`src/rtl/spi_slave_32.sv`:
```
// SPI slave (CPOL=0, CPHA=0): oversamples SCLK/MOSI/CS_N on CLOCK, receives a WIDTH-bit
// MSB-first word and returns a word captured from TX_DATA at frame start.
module spi_slave_32 #(
  parameter int WIDTH       = 32,
  parameter int SYNC_STAGES = 2
) (
  input  logic             CLOCK,
  input  logic             RESET,
  input  logic             SPI_SCLK,
  input  logic             SPI_MOSI,
  input  logic             SPI_CS_N,
  output logic             SPI_MISO,
  output logic             SPI_MISO_OE,
  input  logic [WIDTH-1:0] TX_DATA,
  output logic             TX_LOADED,
  output logic [WIDTH-1:0] RX_DATA,
  output logic             RX_VALID,
  output logic             FRAME_ERR,
  output logic             BUSY
);

  localparam int CW = $clog2(WIDTH + 1);
  localparam logic [CW-1:0] LAST_BIT = CW'(WIDTH - 1);

  typedef enum logic [1:0] {
    S_IDLE  = 2'd0,
    S_SHIFT = 2'd1,
    S_FULL  = 2'd2
  } state_t;

  logic [SYNC_STAGES-1:0] sclk_sync_q;
  logic [SYNC_STAGES-1:0] mosi_sync_q;
  logic [SYNC_STAGES-1:0] cs_sync_q;
  logic [SYNC_STAGES-1:0] sync_vld_q;
  logic                   sclk_prev_q;
  logic                   cs_prev_q;
  logic                   armed_q;

  logic sclk_s, mosi_s, cs_s;
  logic sclk_rise, sclk_fall, cs_rise, cs_fall;

  assign sclk_s    = sclk_sync_q[SYNC_STAGES-1];
  assign mosi_s    = mosi_sync_q[SYNC_STAGES-1];
  assign cs_s      = cs_sync_q[SYNC_STAGES-1];
  assign sclk_rise = sclk_s & ~sclk_prev_q;
  assign sclk_fall = ~sclk_s & sclk_prev_q;
  assign cs_rise   = cs_s & ~cs_prev_q;
  assign cs_fall   = ~cs_s & cs_prev_q;

  // The CS_N chain resets to 1, which is not a real sample of the pin; sync_vld_q
  // keeps ARMED from being set until the chain output reflects the actual input.
  always_ff @(posedge CLOCK or posedge RESET) begin
    if (RESET) begin
      sclk_sync_q <= '0;
      mosi_sync_q <= '0;
      cs_sync_q   <= '1;
      sync_vld_q  <= '0;
      sclk_prev_q <= 1'b0;
      cs_prev_q   <= 1'b1;
      armed_q     <= 1'b0;
    end else begin
      sclk_sync_q <= {sclk_sync_q[SYNC_STAGES-2:0], SPI_SCLK};
      mosi_sync_q <= {mosi_sync_q[SYNC_STAGES-2:0], SPI_MOSI};
      cs_sync_q   <= {cs_sync_q[SYNC_STAGES-2:0], SPI_CS_N};
      sync_vld_q  <= {sync_vld_q[SYNC_STAGES-2:0], 1'b1};
      sclk_prev_q <= sclk_s;
      cs_prev_q   <= cs_s;
      armed_q     <= armed_q | (cs_s & sync_vld_q[SYNC_STAGES-1]);
    end
  end

  state_t            state_q;
  logic [CW-1:0]     count_q;
  logic [WIDTH-1:0]  tx_shift_q;
  logic [WIDTH-1:0]  rx_shift_q;
  logic [WIDTH-1:0]  rx_data_q;
  logic              extra_q;
  logic              miso_q;
  logic              miso_oe_q;
  logic              tx_loaded_q;
  logic              rx_valid_q;
  logic              frame_err_q;
  logic              busy_q;
  logic [WIDTH-1:0]  rx_next;

  assign rx_next = (rx_shift_q << 1) | WIDTH'(mosi_s);

  always_ff @(posedge CLOCK or posedge RESET) begin
    if (RESET) begin
      state_q     <= S_IDLE;
      count_q     <= '0;
      tx_shift_q  <= '0;
      rx_shift_q  <= '0;
      rx_data_q   <= '0;
      extra_q     <= 1'b0;
      miso_q      <= 1'b0;
      miso_oe_q   <= 1'b0;
      tx_loaded_q <= 1'b0;
      rx_valid_q  <= 1'b0;
      frame_err_q <= 1'b0;
      busy_q      <= 1'b0;
    end else begin
      tx_loaded_q <= 1'b0;
      rx_valid_q  <= 1'b0;
      frame_err_q <= 1'b0;
      case (state_q)
        S_IDLE: begin
          if (cs_fall && armed_q) begin
            tx_shift_q  <= TX_DATA;
            miso_q      <= TX_DATA[WIDTH-1];
            tx_loaded_q <= 1'b1;
            count_q     <= '0;
            extra_q     <= 1'b0;
            busy_q      <= 1'b1;
            miso_oe_q   <= 1'b1;
            state_q     <= S_SHIFT;
          end
        end
        S_SHIFT: begin
          // CS rise has priority so a coincident SCLK rise drops its bit.
          if (cs_rise) begin
            frame_err_q <= 1'b1;
            busy_q      <= 1'b0;
            miso_oe_q   <= 1'b0;
            miso_q      <= 1'b0;
            count_q     <= '0;
            state_q     <= S_IDLE;
          end else if (sclk_rise) begin
            rx_shift_q <= rx_next;
            count_q    <= count_q + CW'(1);
            if (count_q == LAST_BIT) begin
              rx_data_q  <= rx_next;
              rx_valid_q <= 1'b1;
              state_q    <= S_FULL;
            end
          end else if (sclk_fall && (count_q != '0)) begin
            tx_shift_q <= tx_shift_q << 1;
            miso_q     <= tx_shift_q[WIDTH-2];
          end
        end
        S_FULL: begin
          if (cs_rise) begin
            frame_err_q <= extra_q;
            extra_q     <= 1'b0;
            busy_q      <= 1'b0;
            miso_oe_q   <= 1'b0;
            miso_q      <= 1'b0;
            count_q     <= '0;
            state_q     <= S_IDLE;
          end else if (sclk_rise) begin
            extra_q <= 1'b1;
          end
        end
        default: begin
          busy_q    <= 1'b0;
          miso_oe_q <= 1'b0;
          miso_q    <= 1'b0;
          count_q   <= '0;
          state_q   <= S_IDLE;
        end
      endcase
    end
  end

  assign SPI_MISO    = miso_q;
  assign SPI_MISO_OE = miso_oe_q;
  assign TX_LOADED   = tx_loaded_q;
  assign RX_DATA     = rx_data_q;
  assign RX_VALID    = rx_valid_q;
  assign FRAME_ERR   = frame_err_q;
  assign BUSY        = busy_q;

endmodule

```
`config.mk`:
```
export PLATFORM = sky130hd
export DESIGN_NAME = spi_slave_32
export DESIGN_NICKNAME = d
export VERILOG_FILES = /design/src/rtl/spi_slave_32.sv
export SDC_FILE = /design/constraint.sdc
export NUM_CORES = 1
export LEC_CHECK = 0
export ABC_AREA = 1
export CORE_MARGIN = 1
export CORE_UTILIZATION = 45
export DETAILED_ROUTE_END_ITERATION = 6
export PLACE_DENSITY_LB_ADDON = 0.1
export SYNTH_ARGS = -nofsm -noshare
export SYNTH_HDL_FRONTEND = slang
export SYNTH_SLANG_ARGS = --single-unit
```
`constraint.sdc`:
```
create_clock -name CLOCK -period 7.5 [get_ports CLOCK]
set_clock_uncertainty 0.1 [all_clocks]
set_input_delay 1.125 -clock CLOCK [delete_from_list [all_inputs] [get_ports CLOCK]]
set_output_delay 1.125 -clock CLOCK [all_outputs]
set_load 0.01 [all_outputs]
```
Yosys cells after proc, flatten, opt, wreduce, memory -nomap -nowiden
Index checks and enable logic that the tools add are counted.
{"block": "word_totals", "register_bits": 119, "input_bits": 37, "output_inout_bits": 38, "elab_cells": 97}
{"block": "classes", "addsub": 1, "eq_ne": 14, "muxes": 37, "bitwise": 12, "reduce_logical": 15}
{"op": "$mux 31", "count": 4}
{"op": "$pmux 31 s2", "count": 1}
{"op": "$or 32x1->32", "count": 1}
{"op": "$mux 6", "count": 4}
{"op": "$pmux 6 s3", "count": 1}
{"op": "$mux 1", "count": 17}
{"op": "$ne 3x3->1 const B", "count": 5}
{"op": "$reduce_and 4->1", "count": 3}
{"op": "$mux 2", "count": 5}
{"op": "$ne 2x2->1 const B", "count": 5}
{"op": "$reduce_and 3->1", "count": 3}
{"op": "$add 6x1->6 const B", "count": 1}
{"op": "$eq 6x5->1 const B", "count": 1}
{"op": "$pmux 1 s2", "count": 3}
{"op": "$pmux 2 s3", "count": 1}
{"op": "$reduce_bool 6->1", "count": 1}
{"op": "$and 1x1->1", "count": 5}
{"op": "$not 1->1", "count": 5}
{"op": "$reduce_and 5->1", "count": 1}
{"op": "$reduce_bool 2->1", "count": 2}
{"op": "$pmux 1 s3", "count": 1}
{"op": "$eq 2x1->1 const B", "count": 1}
{"op": "$eq 2x2->1 const B", "count": 1}
{"op": "$logic_and 1x1->1", "count": 2}
{"op": "other kinds (5)", "count": 5}

Depth between registers and ports, before layout
Gate-level depths: netlist of run 1.
{"block": "depth", "word_depth": 7, "ltp_mapped": 10, "depth_no_buf": 9}

Worst setup path after synthesis of run 1
OpenSTA, ideal clock, no wires.
{"block": "synth_timing", "path_kind": "register to output", "start": "register BUSY (netlist name)", "end": "output SPI_MISO_OE", "arrival_time_ns": 0.552, "required_time_ns": 6.275, "setup_slack_ns": 5.723, "path_stages_with_launch": 2, "n_path_buf": 1, "cell_sequence": "dfrtp_1 > buf_4"}
{"item": "end: declaration", "line_no": "13", "source": "output logic SPI_MISO_OE,"}

Worst setup path after layout of run 1
{"block": "layout_timing", "start": "register state_q[1]", "end": "register tx_shift_q[21]"}
{"block": "layout_between", "elab_chain_cells": 3, "word_cells_on_any_way": 9}
{"item": "start: declaration", "line_no": "72", "source": "state_t state_q;"}
{"item": "start signal: assignment", "line_no": "90", "source": "state_q <= S_IDLE;"}
{"item": "start signal: assignment", "line_no": "116", "source": "state_q <= S_SHIFT;"}
{"item": "start signal: assignment", "line_no": "127", "source": "state_q <= S_IDLE;"}
{"item": "$eq 2x1->1 or $logic_not 2->1 (tied branches)", "line_no": "106", "source": "case (state_q)"}
{"item": "$ne 2x2->1 (no line) or $reduce_bool 2->1 (tied branches)"}
{"item": "$reduce_and 5->1 (no line)"}
{"item": "end signal: assignment", "line_no": "137", "source": "tx_shift_q <= tx_shift_q << 1;"}
{"item": "end: declaration", "line_no": "74", "source": "logic [WIDTH-1:0] tx_shift_q;"}
Several ways; a longest one is shown, not always the timed one.
A chain may end at the register's enable or synchronous reset.

==> flow_summary_export.csv, run 1 <==
group,metric,value,unit
power,p_sw_share,32.5,%
status,outcome,"completed",
power,ir_drop,0.194,mV
floorplan,ios,75,
grt,grt_start_max_net_pins,67,
worst_setup_path,crit_fanout,32,
drt,drtPass1Iterations,5,
final_layout,fin_util,58.2,%
grt,antenna_found_initial,0,
logic_synthesis,synth.area.top_cells,"dfrtp_1 55%, nand2_1 18%, o21ai_2 5.0%",
floorplan,die_area,0.0121,sq mm
power,pwr-share-clk,38.5,%
power,comb_power_share,23.8,%
clock_tree,cts_resized,0,
sta,setup_viol,0,
placement,hpwlAfterDp,6400,microns
sta,timing.final.max_slew_violations,0,
final_layout,num_antenna_cells,0,
sta,fin_crit,3.55,ns
sta,fmax,281,MHz
sta,worst_pin_slew,1.06,ns
logic_synthesis,syn-cell-area,0.00524,sq mm
floorplan,core,0.0114,sq mm
sta,slew_headroom,28.9,%
clock_tree,clock_latency,0.41,ns
drt,ant_nets,0,
drt,post_drt_wl_per_cell,12.6,microns
worst_setup_path,reg2reg_slack,3.95,ns
power,p_switching,0.000702,W
final_layout,syn_to_final_growth,26.4,%
grt,grt_pass1_wl,17000,microns
worst_hold_path,hp-class,"reg -> reg",
final_layout,fillers,1018,
logic_synthesis,synth.net_count,644,
clock_tree,cts_tree,"yes",
logic_synthesis,synth.most_common_cell,"nand2_1",
power,power_density,326,mW/mm^2
clock_tree,path_clk_slew,0.06,ns
placement,gp_congestion,0.750,
clock_tree,clock-sinks,119,
grt,grt_use_total,18.6,%
placement,portBuffers,74,
worst_setup_path,end_kind,"flip-flop",
final_layout,drive_gt1_share,11.8,%
logic_synthesis,ys_warn_count,0,
final_layout,fin_nets,710,
logic_synthesis,synth.distinct_cells,29,
power,seqPwrFrac,37.7,%
run,drv_cap,0,
logic_synthesis,ys_seq_area_share,56.9,%
logic_synthesis,synth_largest_area_cell,"dfrtp_1",
drt,drtIter0Drc,270,
logic_synthesis,ys_seq_elements,119,
logic_synthesis,synth_top_area_share,55.4,%
worst_setup_path,crit_arrival,3.74,ns
logic_synthesis,ys.flop_type,"dfrtp_1",
logic_synthesis,synth_edf_count,0,
floorplan,start_util,46.1,%
drt,num_vias,4010,
clock_tree,cts_root_buffer,"clkbuf_16",
sta,final.setup.tns,0,ns
worst_setup_path,worstPathRequired,7.69,ns
logic_synthesis,avgSynthCellArea,8.71,sq um
sta,rsz0062_at_grt,"no",
floorplan,die_h,110,microns
grt,grt_pass1_vias,3730,
logic_synthesis,async_flop_share,100,%
drt,drcViolationCount,0,
drt,detail_route.vias_per_cell,4.87,
worst_setup_path,cp-start-kind,"flip-flop",
clock_tree,cts_made_buffers,17,
clock_tree,clockBufferDepth,2,
worst_setup_path,critical_path_class,"reg -> reg",
logic_synthesis,synth_cells,601,
floorplan,die_w,110,microns
drt,drt-total-wl,10400,microns
power,p_int,0.00146,W
grt,overflow,0,
power,p_leak,3.20,nW
floorplan,std_cell_rows,39,
clock_tree,cts_setup_buffers,0,
clock_tree,holdBufCountCts,0,
clock_tree,cts_htree_levels,4,
sta,hold_viol,0,
sta,finalCritPeriodShare,47.4,%
logic_synthesis,synth_commonest_cells,"250 x nand2_1, 116 x dfrtp_1, 49 x inv_1",
-- cell families after synthesis --
kind of cell    Yosys count  share of synthesized area [%]
simple gates            319                           25.0
flops                   119                           56.9
buf+inv                  81                           6.95
compound gates           75                           9.58
fa+ha+maj                 6                           1.43
other cells               1                         0.0716
-- power by group through the flow --
stage               registers [W]  clock network (W)  logic (W)
CTS                      0.000813           0.000847   0.000519
finish                   0.000813           0.000832   0.000514
global placement         0.000820                  0   0.000502
global route             0.000828           0.000882   0.000589
detailed placement       0.000821                  0   0.000518
floorplan                0.000812                  0   0.000399
-- per-stage QoR --
stage               total power, W  std cells  hold WS [ns]  worst slack (ns)  area (sq um)
finish                     0.00216        823         0.246              3.95          6620
global route               0.00230        823         0.254              3.69          6620
CTS                        0.00218        823         0.247              3.92          6620
detailed placement         0.00134        791         0.235              3.94          6010
global placement           0.00132        791         0.236              4.12          6010
floorplan                  0.00121        601         0.231              3.12          5240
-- layer usage --
layer	wire length (microns)	vias to the layer above	global-route usage [%]
li1	-	2011	-
met1	4880	1906	23.7
met2	4970	82	29.8
met3	431	11	6.05
met4	106	0	6.57
met5	0	-	0
-- worst max-delay path, cell delays in order (launching register included) --
cell and delay [ns]:
dfrtp_1 0.39, inv_1 0.11, ha_1 0.20, inv_2 0.22
a21oi_4 0.26, nand3_1 0.10, nand2_1 0.76, nand2_1 0.94
nand2_1 0.27, nand2_1 0.08
-- final cells by class --
| cell class | instances | area (sq um) | area share [%] |
|---|---|---|---|
| flip-flops and latches | 119 | 2980 | 45.0 |
| multi-input cells | 401 | 1890 | 28.6 |
| repair buffers | 76 | 756 | 11.4 |
| clock buffers | 19 | 443 | 6.69 |
| inverters | 52 | 200 | 3.02 |
| well taps | 143 | 179 | 2.70 |
| clock inverters | 13 | 170 | 2.57 |
-- layout by cell type, fill, tap and decap left out, types with 2 or more instances in the layout --
cell             Yosys  routed
a21oi_1              3       3
buf_4                1       2
bufinv_16            0       3
clkbuf_16            0      17
clkdlybuf4s50_1      0      74
clkinv_4             0       3
clkinvlp_4           0       3
dfrtp_1            116     116
dfstp_2              3       3
ha_1                 6       6
inv_1               49      48
inv_2                2       2
inv_4                1       2
inv_6                0       3
nand2_1            250     250
nand2_2              5       5
nand3_1             41      41
nand4_1              5       5
nor2_1              12      12
o21ai_0             39      39
o21ai_2             30      30
-- final timing paths --
kind	startpoint	to	depth (start not counted)
max in group asynchronous	RESET	rx_shift_q[27]	3
hold reg to reg	sclk_sync_q[0]	sclk_sync_q[1]	0
setup reg to reg	state_q[1]	tx_shift_q[21]	9
hold / removal	sclk_sync_q[0]	sclk_sync_q[1]	0
setup / recovery	state_q[1]	tx_shift_q[21]	9
min in group asynchronous	RESET	RX_DATA[0]	2
-- flip-flops by register name, indices dropped and copies added, names as in the netlist, 2 cells and up --
name         cells
RX_DATA         32
rx_shift_q      31
tx_shift_q      31
count_q          6
cs_sync_q        2
mosi_sync_q      2
sclk_sync_q      2
state_q          2
sync_vld_q       2
Note: power is estimated with default switching activity, not from simulation.
==> run 2, diff against run 1 <==
==> constraint.sdc (replaced) <==
create_clock -name CLOCK -period 3.5 [get_ports CLOCK]
set_clock_uncertainty 0.1 [all_clocks]
set_input_delay 0.525 -clock CLOCK [delete_from_list [all_inputs] [get_ports CLOCK]]
set_output_delay 0.525 -clock CLOCK [all_outputs]
set_load 0.01 [all_outputs]
==> flow_summary_export.csv, run 2 (synthesis gave the netlist of run 1 again) <==
group,metric,value,unit
floorplan,die_area,0.0121,sq mm
final_layout,fillers,1010,
worst_setup_path,cp-start-kind,"flip-flop",
worst_setup_path,cpMaxStageDelayCell,"nand2_1",
clock_tree,clock_latency,0.41,ns
worst_hold_path,whs_endpoint,"sync_vld_q[1]",
clock_tree,clockBufferDepth,2,
sta,hold_viol,0,
sta,fmax,387,MHz
worst_setup_path,critical_path_class,"reg -> reg",
clock_tree,path_clk_slew,0.05,ns
floorplan,die_w,110,microns
drt,num_vias,3971,
floorplan,core,0.0114,sq mm
grt,overflow,0,
clock_tree,cts_resized,0,
final_layout,largest_register_ffs,32,
floorplan,ios,75,
final_layout,layout_common_cells,"250 x nand2_1, 116 x dfrtp_1, 74 x clkdlybuf4s50_1, 48 x inv_1, 41 x nand3_1",
drt,drtIter0Drc,224,
sta,worst_pin_slew,0.792,ns
clock_tree,holdBufCountCts,0,
clock_tree,clock-sinks,119,
power,power_density,699,mW/mm^2
worst_hold_path,min_from,"sync_vld_q[0]",
worst_setup_path,end_kind,"flip-flop",
grt,grt_start_max_net_pins,63,
worst_setup_path,crit_arrival,2.78,ns
sta,slew_headroom,47.1,%
sta,setup_viol,0,
final_layout,final_common_cell,"nand2_1",
sta,fin_crit,2.59,ns
grt,grt_pass1_wl,17500,microns
sta,finalCritPeriodShare,73.9,%
run,drv_cap,0,
grt,grt_use_total,19.2,%
floorplan,std_cell_rows,39,
floorplan,die_h,110,microns
placement,gp_congestion,0.793,
worst_setup_path,critPathMostFrequentCell,"nand2_1",
drt,detail_route.vias_per_cell,4.79,
worst_hold_path,hp-class,"reg -> reg",
drt,drt-total-wl,10400,microns
sta,rsz0062_at_grt,"no",
worst_setup_path,reg2reg_depth,11,
worst_setup_path,reg2reg_slack,0.91,ns
clock_tree,cts_setup_buffers,0,
grt,grt_pass1_vias,3704,
drt,ant_nets,0,
worst_setup_path,r2r-start,"state_q[1]",
power,p_leak,3.24,nW
worst_setup_path,worstPathRequired,3.69,ns
sta,timing.final.max_slew_violations,0,
worst_hold_path,holdPathStages,0,
drt,post_drt_wl_per_cell,12.5,microns
drt,drtPass1Iterations,4,
final_layout,drive_gt1_share,12.2,%
final_layout,fin_nets,716,
worst_setup_path,r2r_end,"tx_shift_q[3]",
worst_setup_path,path_cells,"inv_1, ha_1, inv_2, buf_4, nand2_1, nand2_1, buf_4, nand2_1, buf_4, nand2_1, nand2_1",
clock_tree,cts_made_buffers,17,
worst_setup_path,max_stage_delay,0.41,ns
worst_setup_path,crit_buf_inv,5,
status,outcome,"completed",
final_layout,syn_to_final_growth,27.8,%
worst_setup_path,cp_top_family,"buffers and inverters",
sta,final.setup.tns,0,ns
drt,drcViolationCount,0,
grt,antenna_found_initial,0,
power,ir_drop,0.601,mV
clock_tree,cts_htree_levels,4,
clock_tree,cts_tree,"yes",
worst_setup_path,crit_fanout,32,
placement,hpwlAfterDp,6600,microns
final_layout,num_antenna_cells,0,
floorplan,start_util,46.1,%
clock_tree,cts_root_buffer,"clkbuf_16",
sta,hold_ws,0.246,ns
placement,portBuffers,74,
[run 2: cell type report]
cell class / instances / area, sq um / area share [%]
clock buffer: 20 / 437 / 6.52
clock inverter: 12 / 176 / 2.64
sequential: 119 / 2980 / 44.6
tap: 143 / 179 / 2.67
inverter: 52 / 201 / 3.01
multi-input combinational: 401 / 1890 / 28.3
timing repair buffer: 82 / 826 / 12.3
[run 2: worst max path at each step]
stage,slack [ns],startpoint,endpoint,depth (start not counted)
final,0.91,state_q[1],tx_shift_q[3],11
after CTS,0.91,state_q[1],tx_shift_q[3],11
after detailed placement,0.93,state_q[1],tx_shift_q[10],11
after floorplan,1.42,RESET,BUSY,1
after global routing,0.68,state_q[1],tx_shift_q[15],11
after global placement,0.97,state_q[1],tx_shift_q[7],11
[run 2: report_power, final]
part | switching (W) | total (W) | internal [W]
Clock | 0.000614 | 0.00180 | 0.00119
Combinational | 0.000748 | 0.00113 | 0.000387
Sequential | 0.000124 | 0.00174 | 0.00162
Total | 0.00149 | 0.00468 | 0.00320
[run 2: metrics by stage]
step | utilization [%] | instances | area (sq um) | total power [W] | setup WS [ns]
6_report | 58.9 | 829 | 6690 | 0.00468 | 0.913
5_1_grt | 58.9 | 829 | 6690 | 0.00498 | 0.676
4_1_cts | 58.9 | 829 | 6690 | 0.00472 | 0.910
3_5_place_dp | 53.5 | 797 | 6080 | 0.00290 | 0.932
3_3_place_gp | 53.5 | 797 | 6080 | 0.00287 | 0.973
2_1_floorplan | - | 601 | 5240 | 0.00259 | 1.42
[run 2: layer usage]
metal	vias to the layer above	GRT usage, %	wire (microns)
li1	2023	-	-
met1	1854	25.0	4840
met2	86	29.9	4950
met3	8	6.88	530
met4	0	6.00	62
met5	-	0	0
==> run 3, diff against run 2 <==
==> constraint.sdc (replaced) <==
create_clock -name CLOCK -period 2.1 [get_ports CLOCK]
set_clock_uncertainty 0.1 [all_clocks]
set_input_delay 0.315 -clock CLOCK [delete_from_list [all_inputs] [get_ports CLOCK]]
set_output_delay 0.315 -clock CLOCK [all_outputs]
set_load 0.01 [all_outputs]
==> flow_summary_export.csv, run 3 (synthesis gave the netlist of run 1 again) <==
group,metric,value,unit
worst_setup_path,critical_path_class,"reg -> reg",
drt,num_vias,4036,
placement,portBuffers,74,
worst_setup_path,cp_top_family,"buffers and inverters",
worst_setup_path,max_stage_delay,0.36,ns
final_layout,stdcell_count,831,
final_layout,num_antenna_cells,0,
clock_tree,cts_made_buffers,17,
placement,gp_congestion,0.796,
final_layout,layout_common_cells,"250 x nand2_1, 116 x dfrtp_1, 74 x clkdlybuf4s50_1, 48 x inv_1, 41 x nand3_1",
worst_setup_path,worstPathRequired,2.34,ns
worst_setup_path,crit_buf_inv,4,
placement,hpwlAfterDp,6870,microns
floorplan,die_area,0.0121,sq mm
grt,grt_pass1_wl,18500,microns
drt,drtPass1Iterations,5,
final_layout,syn_to_final_growth,28.0,%
final_layout,fin_nets,718,
final_layout,drive_gt1_share,12.4,%
grt,grt_use_total,20.0,%
power,power_density,1160,mW/mm^2
drt,post_drt_wl_per_cell,13.0,microns
final_layout,largest_register_ffs,32,
grt,antenna_found_initial,0,
sta,fmax,518,MHz
worst_setup_path,crit_arrival,2.16,ns
final_layout,seq_area,0.00298,sq mm
drt,detail_route.vias_per_cell,4.86,
run,drv_cap,0,
final_layout,multi_input_area,0.00189,sq mm
drt,ant_nets,0,
worst_setup_path,cp-start-kind,"flip-flop",
sta,setup_viol,0,
sta,worst_pin_slew,0.524,ns
floorplan,start_util,46.1,%
clock_tree,cts_setup_buffers,0,
floorplan,die_w,110,microns
drt,drtIter0Drc,177,
sta,hold_ws,0.216,ns
power,p_leak,3.25,nW
grt,overflow,0,
clock_tree,clock-sinks,119,
worst_setup_path,critPathMostFrequentCell,"nand2_1",
floorplan,ios,75,
final_layout,fin_util,59.0,%
clock_tree,clock_latency,0.40,ns
worst_setup_path,path_cells,"inv_1, ha_1, inv_2, buf_4, nand2_1, nand2_1, buf_4, nand3_1, nand2_1",
sta,finalCritPeriodShare,91.9,%
sta,rsz0062_at_grt,"no",
clock_tree,cts_tree,"yes",
grt,grt_start_max_net_pins,65,
grt,grt_pass1_vias,4001,
sta,fin_crit,1.93,ns
floorplan,core,0.0114,sq mm
placement,dp_cells,799,
final_layout,fillers,1042,
clock_tree,cts_root_buffer,"clkbuf_16",
worst_setup_path,crit_fanout,31,
clock_tree,cts_htree_levels,4,
sta,hold_viol,0,
drt,drt-total-wl,10800,microns
sta,timing.final.max_slew_violations,0,
worst_setup_path,end_kind,"flip-flop",
final_layout,final_common_cell,"nand2_1",
status,outcome,"completed",
power,ir_drop,0.836,mV
floorplan,die_h,110,microns
sta,slew_headroom,65.0,%
floorplan,std_cell_rows,39,
clock_tree,path_clk_slew,0.06,ns
worst_setup_path,cpMaxStageDelayCell,"dfrtp_1",
drt,drcViolationCount,0,
worst_hold_path,hp-class,"in -> reg",
sta,final.setup.tns,0,ns
clock_tree,clockBufferDepth,2,
-- run 3: cell type report --
type | count | share of cell area, %
inverters | 52 | 3.04
multi-input cells | 401 | 28.2
well taps | 143 | 2.67
clock buffers | 23 | 6.98
flip-flops and latches | 119 | 44.5
clock inverters | 9 | 1.92
repair buffers | 84 | 12.7
-- run 3: power breakdown --
part           leakage (nW)  switching [W]  internal (W)
clock network         0.287       0.000996       0.00192
registers              1.58       0.000207       0.00270
logic                  1.38        0.00127      0.000673
-- run 3: repair_timing --
action,in CTS,in global routing
endpoints found under the setup margin,0,18
hold buffers,0,0
resized for setup,0,1
-- run 3: worst paths after layout --
path	startpoint	end	slack (ns)	cells after the start
min in group asynchronous	RESET	RX_DATA[23]	0.28	3
worst min-delay path	SPI_CS_N	cs_sync_q[0]	0.22	1
worst max-delay path	state_q[1]	tx_shift_q[11]	0.17	9
worst min register to register	sclk_sync_q[0]	sclk_sync_q[1]	0.24	0
max in group asynchronous	RESET	cs_sync_q[1]	1.27	3
worst max register to register	state_q[1]	tx_shift_q[11]	0.17	9
-- run 3: per-stage QoR --
| stage | setup slack (ns) | area, sq um | total power, W |
|---|---|---|---|
| 2_1_floorplan | 0.232 | 5240 | 0.00432 |
| 3_3_place_gp | 0.211 | 6110 | 0.00482 |
| 3_5_place_dp | 0.139 | 6110 | 0.00489 |
| 4_1_cts | 0.119 | 6700 | 0.00783 |
| 5_1_grt | 0.0000431 | 6710 | 0.00825 |
| 6_report | 0.170 | 6710 | 0.00777 |
-- run 3: routing by layer --
| layer | share of wire, % | GRT usage (%) | wire (microns) |
|---|---|---|---|
| met1 | 46 | 25.3 | 4940 |
| met2 | 49 | 33.1 | 5240 |
| met3 | 4.6 | 4.86 | 499 |
| met4 | 1.1 | 7.52 | 117 |
| met5 | 0 | 0 | 0 |
